**src/rtl/iob2axil.sv**
```systemverilog
// IOb subordinate to AXI-Lite manager bridge; one outstanding transaction at a time.
// Nonzero write strobe selects a write, otherwise the request is a read.
module iob2axil #(
  parameter int unsigned ADDR_W      = 21,
  parameter int unsigned DATA_W      = 32,
  parameter int unsigned AXIL_ADDR_W = ADDR_W,
  parameter int unsigned AXIL_DATA_W = DATA_W
) (
  input  logic                     clk_i,
  input  logic                     rst_i,
  input  logic                     cke_i,
  // IOb subordinate
  input  logic                     iob_valid_i,
  input  logic [ADDR_W-1:0]        iob_addr_i,
  input  logic [DATA_W-1:0]        iob_wdata_i,
  input  logic [DATA_W/8-1:0]      iob_wstrb_i,
  output logic                     iob_ready_o,
  output logic                     iob_rvalid_o,
  output logic [DATA_W-1:0]        iob_rdata_o,
  input  logic                     iob_rready_i,
  // AXI-Lite manager
  output logic [AXIL_ADDR_W-1:0]   axil_awaddr_o,
  output logic [2:0]               axil_awprot_o,
  output logic                     axil_awvalid_o,
  input  logic                     axil_awready_i,
  output logic [AXIL_DATA_W-1:0]   axil_wdata_o,
  output logic [AXIL_DATA_W/8-1:0] axil_wstrb_o,
  output logic                     axil_wvalid_o,
  input  logic                     axil_wready_i,
  input  logic [1:0]               axil_bresp_i,
  input  logic                     axil_bvalid_i,
  output logic                     axil_bready_o,
  output logic [AXIL_ADDR_W-1:0]   axil_araddr_o,
  output logic [2:0]               axil_arprot_o,
  output logic                     axil_arvalid_o,
  input  logic                     axil_arready_i,
  input  logic [AXIL_DATA_W-1:0]   axil_rdata_i,
  input  logic [1:0]               axil_rresp_i,
  input  logic                     axil_rvalid_i,
  output logic                     axil_rready_o,
  output logic                     err_o
);

  typedef enum logic [2:0] {
    StIdle,
    StWrite,
    StWresp,
    StRaddr,
    StRdata,
    StRresp
  } state_e;

  state_e                   state_q, state_d;
  logic [AXIL_ADDR_W-1:0]   addr_q, addr_d;
  logic [DATA_W-1:0]        wdata_q, wdata_d;
  logic [DATA_W/8-1:0]      wstrb_q, wstrb_d;
  logic                     awvalid_q, awvalid_d;
  logic                     wvalid_q, wvalid_d;
  logic [DATA_W-1:0]        rdata_q, rdata_d;
  logic                     err_q, err_d;

  always_comb begin
    state_d   = state_q;
    addr_d    = addr_q;
    wdata_d   = wdata_q;
    wstrb_d   = wstrb_q;
    awvalid_d = awvalid_q;
    wvalid_d  = wvalid_q;
    rdata_d   = rdata_q;
    err_d     = 1'b0;
    unique case (state_q)
      StIdle: begin
        if (iob_valid_i) begin
          addr_d  = AXIL_ADDR_W'(iob_addr_i);
          wdata_d = iob_wdata_i;
          wstrb_d = iob_wstrb_i;
          if (|iob_wstrb_i) begin
            state_d   = StWrite;
            awvalid_d = 1'b1;
            wvalid_d  = 1'b1;
          end else begin
            state_d = StRaddr;
          end
        end
      end
      StWrite: begin
        // AW and W channels retire independently; leave once both are done.
        if (axil_awready_i) awvalid_d = 1'b0;
        if (axil_wready_i)  wvalid_d  = 1'b0;
        if ((!awvalid_q || axil_awready_i) && (!wvalid_q || axil_wready_i)) begin
          state_d = StWresp;
        end
      end
      StWresp: begin
        if (axil_bvalid_i) begin
          state_d = StIdle;
          err_d   = |axil_bresp_i;
        end
      end
      StRaddr: begin
        if (axil_arready_i) state_d = StRdata;
      end
      StRdata: begin
        if (axil_rvalid_i) begin
          rdata_d = axil_rdata_i;
          err_d   = |axil_rresp_i;
          state_d = StRresp;
        end
      end
      StRresp: begin
        if (iob_rready_i) state_d = StIdle;
      end
      default: state_d = StIdle;
    endcase
  end

  always_ff @(posedge clk_i) begin
    if (rst_i) begin
      state_q   <= StIdle;
      addr_q    <= '0;
      wdata_q   <= '0;
      wstrb_q   <= '0;
      awvalid_q <= 1'b0;
      wvalid_q  <= 1'b0;
      rdata_q   <= '0;
      err_q     <= 1'b0;
    end else if (cke_i) begin
      state_q   <= state_d;
      addr_q    <= addr_d;
      wdata_q   <= wdata_d;
      wstrb_q   <= wstrb_d;
      awvalid_q <= awvalid_d;
      wvalid_q  <= wvalid_d;
      rdata_q   <= rdata_d;
      err_q     <= err_d;
    end
  end

  assign iob_ready_o    = (state_q == StIdle);
  assign iob_rvalid_o   = (state_q == StRresp);
  assign iob_rdata_o    = rdata_q;

  assign axil_awaddr_o  = addr_q;
  assign axil_awprot_o  = 3'b000;
  assign axil_awvalid_o = awvalid_q;
  assign axil_wdata_o   = wdata_q;
  assign axil_wstrb_o   = wstrb_q;
  assign axil_wvalid_o  = wvalid_q;
  assign axil_bready_o  = (state_q == StWresp);
  assign axil_araddr_o  = addr_q;
  assign axil_arprot_o  = 3'b000;
  assign axil_arvalid_o = (state_q == StRaddr);
  assign axil_rready_o  = (state_q == StRdata);
  assign err_o          = err_q;

endmodule

```
**config.mk**
```make
export PLATFORM = sky130hd
export DESIGN_NAME = iob2axil
export DESIGN_NICKNAME = d
export VERILOG_FILES = /design/src/rtl/iob2axil.sv
export SDC_FILE = /design/constraint.sdc
export NUM_CORES = 1
export LEC_CHECK = 0
export BUFFER_PORTS_ARGS = -buffer_cell sky130_fd_sc_hd__buf_2
export CAP_MARGIN = 20
export CORE_UTILIZATION = 43
export DETAILED_ROUTE_END_ITERATION = 8
export PLACE_DENSITY = 0.8
export RECOVER_POWER = 25
export SLEW_MARGIN = 20
export SYNTH_ARGS = -nofsm -noshare
export SYNTH_HDL_FRONTEND = slang
export SYNTH_SLANG_ARGS = --single-unit
```
**constraint.sdc**
```tcl
create_clock -name clk_i -period 2 [get_ports clk_i]
set_input_delay 0.2 -clock clk_i [delete_from_list [all_inputs] [get_ports clk_i]]
set_output_delay 0.2 -clock clk_i [all_outputs]
set_load 0.02 [all_outputs]
```
* After elaboration in Yosys (flattened, before gate mapping)
Index checks and enable logic that the tools add are counted.
** Operators by class
- Reductions and logical operators :: 15
- Muxes and demuxes :: 17
- Equal/unequal tests :: 14
** Operators by type and width (number)
- $mux W3 :: 6
- $pmux W3 S6 :: 1
- $ne A2 B2 Y1 const B :: 6
- $reduce_and A5 Y1 :: 2
- $reduce_and A7 Y1 :: 1
- $eq A3 B2 Y1 const B :: 2
- $eq A3 B3 Y1 const B :: 2
- $mux W1 :: 6
- $ne A2 B1 Y1 const B :: 3
- $pmux W1 S2 :: 3
- $reduce_and A3 Y1 :: 2
- $reduce_or A2 Y1 :: 2
- $reduce_or A4 Y1 :: 1
- $eq A3 B1 Y1 const B :: 1
- $logic_not A3 Y1 :: 1
- $logic_not A1 Y1 :: 2
- $logic_or A1 B1 Y1 :: 2
- $mux W2 :: 1
- $reduce_bool A2 Y1 :: 1
- $logic_and A1 B1 Y1 :: 1
** Storage, ports and cells
- Output and inout port bits :: 124
- Register bits :: 95
- Input port bits :: 103
- Word-level logic and storage cells :: 54

* Longest topological paths before layout
Gate-level depths: netlist of run 1.
- Depth in word-level cells :: 5
- Gate-level depth with buffers :: 7
- Depth with buffers taken out :: 4

* Worst setup path before layout of run 1
No wires, ideal clock.
- Path kind :: reg-to-reg
- From :: register state_q[2]
- To :: register addr_q[0], in the netlist axil_araddr_o[0]
- Library setup time :: 0.132 ns
- Arrival time :: 1.521 ns
- Path buffers :: 3
- Slack :: 0.347 ns
- Clock period less this slack :: 1.653 ns
- Cell stages (with the launch flop) :: 8
- Data required time :: 1.868 ns
- Cell sequence :: dfxtp_1 buf_2 nor3_2 nand3_1 buf_2 clkbuf_1 nand2_1 a21oi_1
** Between the ends
- Cells in the longest elaborated chain, start to end :: 2
** Ends and longest elaborated chain
- from (decl) :: RTL line 53 : state_e state_q, state_d;
- from (signal assigned) :: RTL line 119 : state_q <= StIdle;
- from (signal assigned) :: RTL line 128 : state_q <= state_d;
- $logic_not A3 Y1
- named net iob_ready_o :: RTL line 17 : output logic iob_ready_o,
- $reduce_and A3 Y1 (no source line)
- to (signal assigned) :: RTL line 129 : addr_q <= addr_d;
- to (decl) :: RTL line 54 : logic [AXIL_ADDR_W-1:0] addr_q, addr_d;
The timed path passes the listed nets, and every way through them passes these cells.
A chain may end at the register's enable or synchronous reset.

* Worst setup path after layout of run 1
- From :: register state_q[1]
- To :: output port axil_bready_o
** Between the ends
- Cells in the longest elaborated chain, start to end :: 1
** Ends and longest elaborated chain
- $eq A3 B2 Y1 :: RTL line 149 : assign axil_bready_o = (state_q == StWresp);
- to (decl) :: RTL line 32 : output logic axil_bready_o,
No other way between the ends.

==> impl_metrics.py, run 1 <==
metrics = {
    "worst_setup_path": {
        "cp-start-kind": "register",
        "crit_required_ns": 1.80,
        "critical_path_class": "reg2out",
        "path_max_fanout": 8,
        "cp.arrival_ns": 1.54,
        "crit_path_end_kind": "output pin",
    },
    "timing": {
        "hold_violations": 0,
        "worst_slack_ns": 0.262,
        "finalSetupTns_ns": 0,
        "skew_ns": 0.0139,
        "fmax_mhz": 575,
        "period_needed_ns": 1.74,
        "finalCritPeriodShare": 0.869,
        "drv_slew": 0,
        "rsz0062_at_grt": "no",
        "setup_viol": 0,
    },
    "power_and_ir_drop": {
        "cellPowerDensity_nw_per_um2": 854,
        "seqPwrFrac": 0.510,
        "swShare": 0.320,
        "vdd_ir_drop_max_uv": 461,
        "clkPwrFrac": 0.280,
        "p_switching_mw": 1.31,
        "p_comb_frac": 0.210,
        "p_leak_nw": 2.09,
        "p_int_mw": 2.79,
    },
    "layout": {
        "final_common_cell": "nand2_1",
        "multi_input_area_um2": 1450,
        "seq_area_um2": 1900,
        "area.growth.synth_to_final_pct": 30.4,
        "num-fill-cells": 785,
        "layout_common_cells": "nand2_1 (181), buf_2 (167), dfxtp_1 (95)",
        "postLayoutCoreUtil": 0.583,
        "antennaDiodeCount": 0,
        "num-nets-final": 752,
        "layout-drive-gt1-share": 0.309,
    },
    "global_routing": {
        "grt_usage": 0.195,
        "antenna_found_initial": 0,
        "grt_pass1_wl_um": 13800,
        "overflow": 0,
        "grt_start_max_net_pins": 58,
        "grt_pass1_vias": 3219,
    },
    "detailed_routing": {
        "vias": 3676,
        "wirelength_um": 9430,
        "avgRoutedWirePerCell_um": 12.4,
        "wl_met1_um": 3780,
        "met2_length_um": 4740,
        "vias_per_cell": 4.84,
        "top_layer": "met4",
        "postRouteAntennaNets": 0,
        "drt-pass1-iter-count": 4,
        "drt_iter0_drc": 86,
        "drc": 0,
        "wl_met3_um": 681,
    },
    "placed_design": {
        "hpwl_um": 6980,
        "dp_worst_setup_slack_ns": 0.357,
        "portBuffers": 220,
        "globalplace.congestion": 0.782,
    },
    "yosys": {
        "synth_seq_cells": 95,
        "syn_avg_cell_area_um2": 7.95,
        "yosysTopAreaCell": "dfxtp_1",
        "synth_warnings": 0,
        "synth.area.top_cells": "dfxtp_1 (52%), nand2_1 (18%), a21oi_1 (12%)",
        "syn-instance-count": 464,
        "synth_top_area_share": 0.515,
        "netlist_area_um2": 3690,
        "synth.distinct_cells": 30,
        "ys_seq_area_frac": 0.515,
    },
    "clocking": {
        "cts_root_buffer": "clkbuf_8",
        "cts_tree": "built",
        "htreeDepth": 3,
        "cts.sinks": 95,
        "post-cts-setup-buffers": 0,
        "cts_max_path_buffers": 2,
        "cts_resized": 0,
        "clock_latency_ns": 0.35,
        "postCtsHoldBufs": 0,
        "clk_pin_slew_ns": 0.10,
        "cts_made_buffers": 9,
    },
    "status": {
        "status": "completed",
    },
    "die": {
        "die_y_um": 94.6,
        "row_count": 33,
        "dieWidth_um": 94.6,
        "start_util": 0.447,
        "core_region_area_um2": 8260,
        "floorplan.io_pins": 227,
        "die_area_um2": 8960,
    },
    "flow_run": {
        "drv_cap": 0,
    },
    "worst_hold_path": {
        "hold_class": "in2reg",
    },
}
sequential cells by signal, summed over array words and instances (netlist names):
signal	cells
state_q	3
axil_awvalid_o	1
axil_wdata_o	32
err_o	1
axil_wstrb_o	4
axil_araddr_o	21
iob_rdata_o	32
axil_wvalid_o	1
final cells by class:
type                       count  share of cell area
inverter                       3             0.00234
timing repair buffer         228               0.238
sequential                    95               0.395
tap                          105              0.0273
clock inverter                 7              0.0109
multi-input combinational    312               0.300
clock buffer                   9              0.0257
power by group through the flow:
stage | Clock (mW) | Combinational, mW | Sequential, mW
after floorplan | 0 | 0.483 | 2.25
after global placement | 0 | 0.865 | 2.13
after detailed placement | 0 | 0.880 | 2.14
after CTS | 1.20 | 0.882 | 2.09
after global routing | 1.26 | 0.940 | 2.11
final | 1.15 | 0.863 | 2.09
metrics by stage:
step | cells | hold WS [ns] | power (mW) | area, um2
floorplan | 469 | 0.309 | 2.73 | 3710
global placement | 743 | 0.438 | 2.99 | 4700
detailed placement | 743 | 0.443 | 3.02 | 4700
CTS | 759 | 0.0492 | 4.17 | 4880
global route | 759 | 0.0595 | 4.32 | 4810
finish | 759 | 0.0712 | 4.11 | 4810
path summary, 6_finish.rpt:
| path | from | end | slack [ns] | cells after the start |
|---|---|---|---|---|
| worst max-delay path | state_q[1]$_SDFFE_PP0P_ | axil_bready_o | 0.26 | 3 |
| worst min-delay path | iob_wdata_i[27] | axil_wdata_o[27]$_SDFFE_PP0P_ | 0.07 | 3 |
| worst max register to register | state_q[2]$_SDFFE_PP0P_ | iob_rdata_o[29]$_SDFFE_PP0P_ | 0.32 | 5 |
| worst min register to register | axil_wdata_o[19]$_SDFFE_PP0P_ | axil_wdata_o[19]$_SDFFE_PP0P_ | 0.46 | 2 |
metal layers:
layer	GRT usage	up-vias
met5	0	-
met4	0.107	0
met3	0.0483	21
met2	0.356	154
met1	0.203	1658
li1	-	1843
worst max-delay path, cell delays in order, from the launching register on:
cell     delay [ns]
dfxtp_1        0.53
inv_1          0.15
nor3_1         0.28
buf_2          0.23
synthesized netlist by cell type (all sizes together):
master,number
nand2,181
dfxtp,95
a21oi,89
buf,41
clkbuf,18
and3,5
nor3,4
o211ai,4
inv,3
nor2,3
a31o,2
a31oi,2
mux2i,2
nand3,2
nor2b,2
a2111oi,1
a211oi,1
a311oi,1
conb,1
mux2,1
nand4,1
nor3b,1
nor4,1
o31ai,1
o41ai,1
or3,1
cells by family (layout without fill, tap and decap cells):
group | Yosys count | in the layout | synth area share
AOI/OAI and AO/OA | 102 | 102 | 0.155
other | 1 | 6 | 0.00102
muxes | 3 | 3 | 0.00949
and+or+nand+nor | 201 | 201 | 0.220
buffers and inverters | 62 | 247 | 0.0997
DFF | 95 | 95 | 0.515
No activity file was read; power rests on OpenSTA's default activity.
==> inputs of run 2 (changes only) <==
--- a/config.mk
+++ b/config.mk
@@ -7,6 +7,7 @@
 export LEC_CHECK = 0
 export BUFFER_PORTS_ARGS = -buffer_cell sky130_fd_sc_hd__buf_2
 export CAP_MARGIN = 20
+export CORE_MARGIN = 10
 export CORE_UTILIZATION = 43
 export DETAILED_ROUTE_END_ITERATION = 8
 export PLACE_DENSITY = 0.8
==> impl_metrics.py, run 2 (synthesized netlist as in run 1, its figures left out) <==
metrics = {
    "clocking": {
        "clock_latency_ns": 0.35,
        "cts_made_buffers": 9,
        "post-cts-setup-buffers": 0,
        "cts.sinks": 95,
        "cts_tree": "built",
        "htreeDepth": 3,
        "postCtsHoldBufs": 0,
        "cts_root_buffer": "clkbuf_8",
        "clk_pin_slew_ns": 0.10,
        "cts_max_path_buffers": 2,
        "cts_resized": 0,
    },
    "timing": {
        "worst_slack_ns": 0.163,
        "rsz0062_at_grt": "no",
        "tightestPinTransition_ns": 0.622,
        "finalSetupTns_ns": 0,
        "period_needed_ns": 1.84,
        "finalCritPeriodShare": 0.919,
        "slew-limit-headroom": 0.585,
        "skew_ns": 0.0120,
        "setup_viol": 0,
        "hold_violations": 0,
        "drv_slew": 0,
        "fmax_mhz": 544,
    },
    "global_routing": {
        "grt_usage": 0.170,
        "antenna_found_initial": 0,
        "overflow": 0,
        "grt_start_max_net_pins": 63,
        "grt_pass1_vias": 3604,
        "grt_pass1_wl_um": 18100,
    },
    "worst_setup_path": {
        "worstSetupEndpoint": "axil_arvalid_o",
        "cp_top_family": "flip-flops",
        "crit_cells": 3,
        "critPathMaxStageDelay_ns": 0.61,
        "timing.rr.start": "state_q[0]$_SDFFE_PP0P_",
        "crit_path_end_kind": "output pin",
        "cp-start-kind": "register",
        "crit_buf_inv": 2,
        "cp.arrival_ns": 1.64,
        "crit_required_ns": 1.80,
        "path_cells": "inv_1 -> nor3_1 -> buf_2",
        "path_max_fanout": 11,
        "r2r_end": "state_q[2]$_SDFFE_PP0P_",
        "r2r_cells": 4,
        "critical_path_class": "reg2out",
        "rrSetupSlack_ns": 0.26,
        "startpoint": "state_q[0]$_SDFFE_PP0P_",
        "crit_path_top_delay_cell": "dfxtp_1",
    },
    "layout": {
        "final_common_cell": "nand2_1",
        "postLayoutCoreUtil": 0.581,
        "num-nets-final": 751,
        "layout_common_cells": "nand2_1 (181), buf_2 (167), dfxtp_1 (95)",
        "area.growth.synth_to_final_pct": 30.6,
        "antennaDiodeCount": 0,
        "finalInstanceArea_um2": 4820,
        "layout-drive-gt1-share": 0.307,
    },
    "detailed_routing": {
        "drt_iter0_drc": 222,
        "wirelength_um": 11400,
        "drc": 0,
        "postRouteAntennaNets": 0,
        "drt-pass1-iter-count": 4,
        "vias": 3655,
        "avgRoutedWirePerCell_um": 15.1,
        "vias_per_cell": 4.83,
    },
    "die": {
        "dieWidth_um": 113,
        "die_y_um": 113,
        "start_util": 0.445,
        "core_region_area_um2": 8300,
        "floorplan.io_pins": 227,
        "row_count": 33,
        "die_area_um2": 12700,
    },
    "placed_design": {
        "globalplace.congestion": 0.813,
        "dp_worst_setup_slack_ns": 0.283,
        "placed_area_um2": 4680,
        "hpwl_um": 8840,
        "portBuffers": 220,
    },
    "flow_run": {
        "drv_cap": 0,
    },
    "power_and_ir_drop": {
        "p_leak_nw": 2.09,
        "cellPowerDensity_nw_per_um2": 885,
        "vdd_ir_drop_max_uv": 426,
    },
    "worst_hold_path": {
        "hold_class": "in2reg",
    },
    "status": {
        "status": "completed",
    },
}
-- run 2: changes by cell type in the layout (fill, tap and decap cells not counted), sizes merged --
| cell | before | now |
|---|---|---|
| clkinv | 2 | 0 |
| clkinvlp | 1 | 2 |
| buf | 175 | 174 |
| bufinv | 0 | 1 |
| clkbuf | 62 | 64 |
| inv | 7 | 4 |
-- run 2: worst register-to-register path, cell delays in order, from the launching register on --
cell and delay [ns]:
dfxtp_1 0.61, mux2_4 0.34, or3_4 0.34, and3_4 0.20, a211oi_2 0.17
-- run 2: routing by layer --
metal | GRT usage | vias to the layer above | wire length, um
li1 | - | 1836 | -
met1 | 0.176 | 1650 | 4330
met2 | 0.298 | 153 | 5660
met3 | 0.0751 | 16 | 1180
met4 | 0.0626 | 0 | 255
met5 | 0 | - | 0
-- run 2: final cells by class --
type / count / area, um2
Multi-Input combinational cell: 312 / 1450
Sequential cell: 95 / 1900
Tap cell: 105 / 131
Clock buffer: 11 / 151
Fill cell: 786 / 3480
Timing Repair Buffer: 227 / 1120
Clock inverter: 4 / 53.8
Inverter: 3 / 11.3
-- run 2: how the worst min path moves through the flow --
stage / from / end / cells after the start
3_3_place_gp: iob_rdata_o[8]$_SDFFE_PP0P_ / iob_rdata_o[8]$_SDFFE_PP0P_ / 2
2_1_floorplan: cke_i / err_o$_SDFFE_PP0P_ / 1
3_5_place_dp: iob_rdata_o[14]$_SDFFE_PP0P_ / iob_rdata_o[14]$_SDFFE_PP0P_ / 2
4_1_cts: axil_rdata_i[30] / iob_rdata_o[30]$_SDFFE_PP0P_ / 3
5_1_grt: axil_rdata_i[16] / iob_rdata_o[16]$_SDFFE_PP0P_ / 3
6_report: iob_wdata_i[3] / axil_wdata_o[3]$_SDFFE_PP0P_ / 3
-- run 2: power breakdown --
group          total (mW)  switching (mW)  internal [mW]
clock network        1.31           0.660          0.645
logic               0.861           0.553          0.307
registers            2.10          0.0893           2.01
-- run 2: stage by stage --
stage	power [mW]	cells	hold slack (ns)
6_report	4.27	757	0.0770
5_1_grt	4.48	757	0.0554
4_1_cts	4.33	757	0.0596
3_5_place_dp	3.03	742	0.443
3_3_place_gp	3.00	742	0.439
2_1_floorplan	2.73	469	0.309
==> inputs of run 3 (changes only) <==
--- a/config.mk
+++ b/config.mk
@@ -5,12 +5,11 @@
 export SDC_FILE = /design/constraint.sdc
 export NUM_CORES = 1
 export LEC_CHECK = 0
-export BUFFER_PORTS_ARGS = -buffer_cell sky130_fd_sc_hd__buf_2
 export CAP_MARGIN = 20
 export CORE_MARGIN = 10
-export CORE_UTILIZATION = 43
+export CORE_UTILIZATION = 44
 export DETAILED_ROUTE_END_ITERATION = 8
-export PLACE_DENSITY = 0.8
+export DONT_BUFFER_PORTS = 1
 export RECOVER_POWER = 25
 export SLEW_MARGIN = 20
 export SYNTH_ARGS = -nofsm -noshare
==> impl_metrics.py, run 3 (synthesized netlist as in run 1, its figures left out) <==
metrics = {
    "layout": {
        "area.growth.synth_to_final_pct": 3.36,
        "layout_common_cells": "nand2_1 (181), dfxtp_1 (92), a21oi_1 (89)",
        "layout-drive-gt1-share": 0.0872,
        "num-fill-cells": 839,
        "num-nets-final": 534,
        "final_common_cell": "nand2_1",
        "antennaDiodeCount": 0,
    },
    "flow_run": {
        "drv_cap": 0,
    },
    "worst_setup_path": {
        "crit_path_end_kind": "register",
        "crit_required_ns": 2.29,
        "cp.arrival_ns": 2.11,
        "rrSetupSlack_ns": 0.18,
        "r2r_cells": 4,
        "path_max_fanout": 11,
        "cp-start-kind": "register",
        "critical_path_class": "reg2reg",
    },
    "timing": {
        "drv_slew": 0,
        "whs_ns": -0.0856,
        "hold_violations": 91,
        "finalCritPeriodShare": 0.908,
        "finalSetupTns_ns": 0,
        "rsz0062_at_grt": "no",
        "setup_viol": 0,
        "fmax_mhz": 551,
        "skew_ns": 0.00978,
        "period_needed_ns": 1.82,
    },
    "detailed_routing": {
        "vias": 2836,
        "drt-pass1-iter-count": 4,
        "postRouteAntennaNets": 0,
        "drt_iter0_drc": 290,
        "wirelength_um": 10100,
        "avgRoutedWirePerCell_um": 18.7,
        "vias_per_cell": 5.24,
        "drc": 0,
    },
    "clocking": {
        "postCtsHoldBufs": 1,
        "clock_latency_ns": 0.35,
        "cts.sinks": 95,
        "cts_tree": "built",
        "cts_root_buffer": "clkbuf_8",
        "cts_made_buffers": 9,
        "htreeDepth": 3,
        "cts_max_path_buffers": 2,
        "post-cts-setup-buffers": 0,
        "clk_pin_slew_ns": 0.09,
    },
    "power_and_ir_drop": {
        "cellPowerDensity_nw_per_um2": 1060,
        "seqPwrFrac": 0.572,
        "p_int_mw": 2.81,
        "clkPwrFrac": 0.324,
        "swShare": 0.305,
        "p_switching_mw": 1.23,
        "p_comb_frac": 0.104,
        "p_leak_nw": 1.30,
        "power_mw": 4.04,
        "vdd_ir_drop_max_uv": 490,
    },
    "status": {
        "violations": "negative hold slack",
        "status": "finished, violations left",
    },
    "global_routing": {
        "grt_start_max_net_pins": 95,
        "grt_usage": 0.154,
        "antenna_found_initial": 0,
        "grt_pass1_vias": 2861,
        "grt_pass1_wl_um": 15800,
        "overflow": 0,
    },
    "die": {
        "floorplan.io_pins": 227,
        "core_region_area_um2": 8180,
        "start_util": 0.451,
        "row_count": 33,
        "dieWidth_um": 112,
        "die_y_um": 112,
        "die_area_um2": 12400,
    },
    "worst_hold_path": {
        "min_path_cells": 1,
        "hold_class": "in2reg",
    },
    "placed_design": {
        "hpwl_um": 7450,
        "globalplace.congestion": 0.783,
        "portBuffers": 0,
    },
}
run 3: cell types whose count changed in the layout (fill, tap and decap cells not counted), sizes merged:
cell         delta
buf           -165
dlygate4sd3     +1
clkbuf         -53
inv             +1
clkinv          +1
clkinvlp        -1
run 3: final cells by class:
| type | count | area (um2) | share of cell area |
|---|---|---|---|
| timing repair buffer | 10 | 115 | 0.0302 |
| tap | 105 | 131 | 0.0344 |
| sequential | 95 | 1910 | 0.500 |
| inverter | 3 | 11.3 | 0.00295 |
| clock buffer | 11 | 141 | 0.0371 |
| clock inverter | 5 | 63.8 | 0.0167 |
| multi-input combinational | 312 | 1450 | 0.379 |
run 3: power groups by stage:
stage	Combinational, mW	Sequential, mW	Clock [mW]
6_report	0.421	2.31	1.31
5_1_grt	0.486	2.33	1.42
4_1_cts	0.428	2.31	1.35
3_5_place_dp	0.426	2.36	0
3_3_place_gp	0.412	2.35	0
2_1_floorplan	0.483	2.25	0
run 3: critical path, stage by stage (launching register included):
cell and delay, ns:
dfxtp_2 0.47, nor3b_2 0.33, o211ai_1 0.14, a311oi_1 0.26, dlygate4sd3_1 0.57
run 3: worst paths after layout:
| check | startpoint | end |
|---|---|---|
| hold reg to reg | axil_wdata_o[7]$_SDFFE_PP0P_ | axil_wdata_o[7]$_SDFFE_PP0P_ |
| setup reg to reg | state_q[2]$_SDFFE_PP0P_ | err_o$_SDFFE_PP0P_ |
| hold / removal | rst_i | axil_wdata_o[27]$_SDFFE_PP0P_ |
| setup / recovery | state_q[2]$_SDFFE_PP0P_ | err_o$_SDFFE_PP0P_ |
run 3: what timing repair did:
item | in CTS | in global routing
resized for setup | 0 | 3
endpoints found under the hold margin | 92 | 91
setup endpoints to repair | 0 | 2
run 3: routing by layer:
metal | vias up | GRT usage | share of wire
met3 | 8 | 0.0880 | 0.12
met1 | 1274 | 0.159 | 0.36
met2 | 144 | 0.265 | 0.51
met4 | 0 | 0.0360 | 0.0090
met5 | - | 0 | 0
li1 | 1410 | - | -
run 3: stage by stage:
stage | setup slack (ns) | std cells | hold slack [ns] | utilization | cell area [um2]
after floorplan | 0.347 | 469 | 0.309 | - | 3710
after global placement | 0.342 | 524 | 0.279 | 0.440 | 3590
after detailed placement | 0.279 | 524 | 0.279 | 0.440 | 3590
after CTS | 0.0484 | 541 | -0.107 | 0.466 | 3810
after global routing | 0.0333 | 541 | -0.110 | 0.466 | 3810
final | 0.184 | 541 | -0.0856 | 0.466 | 3810
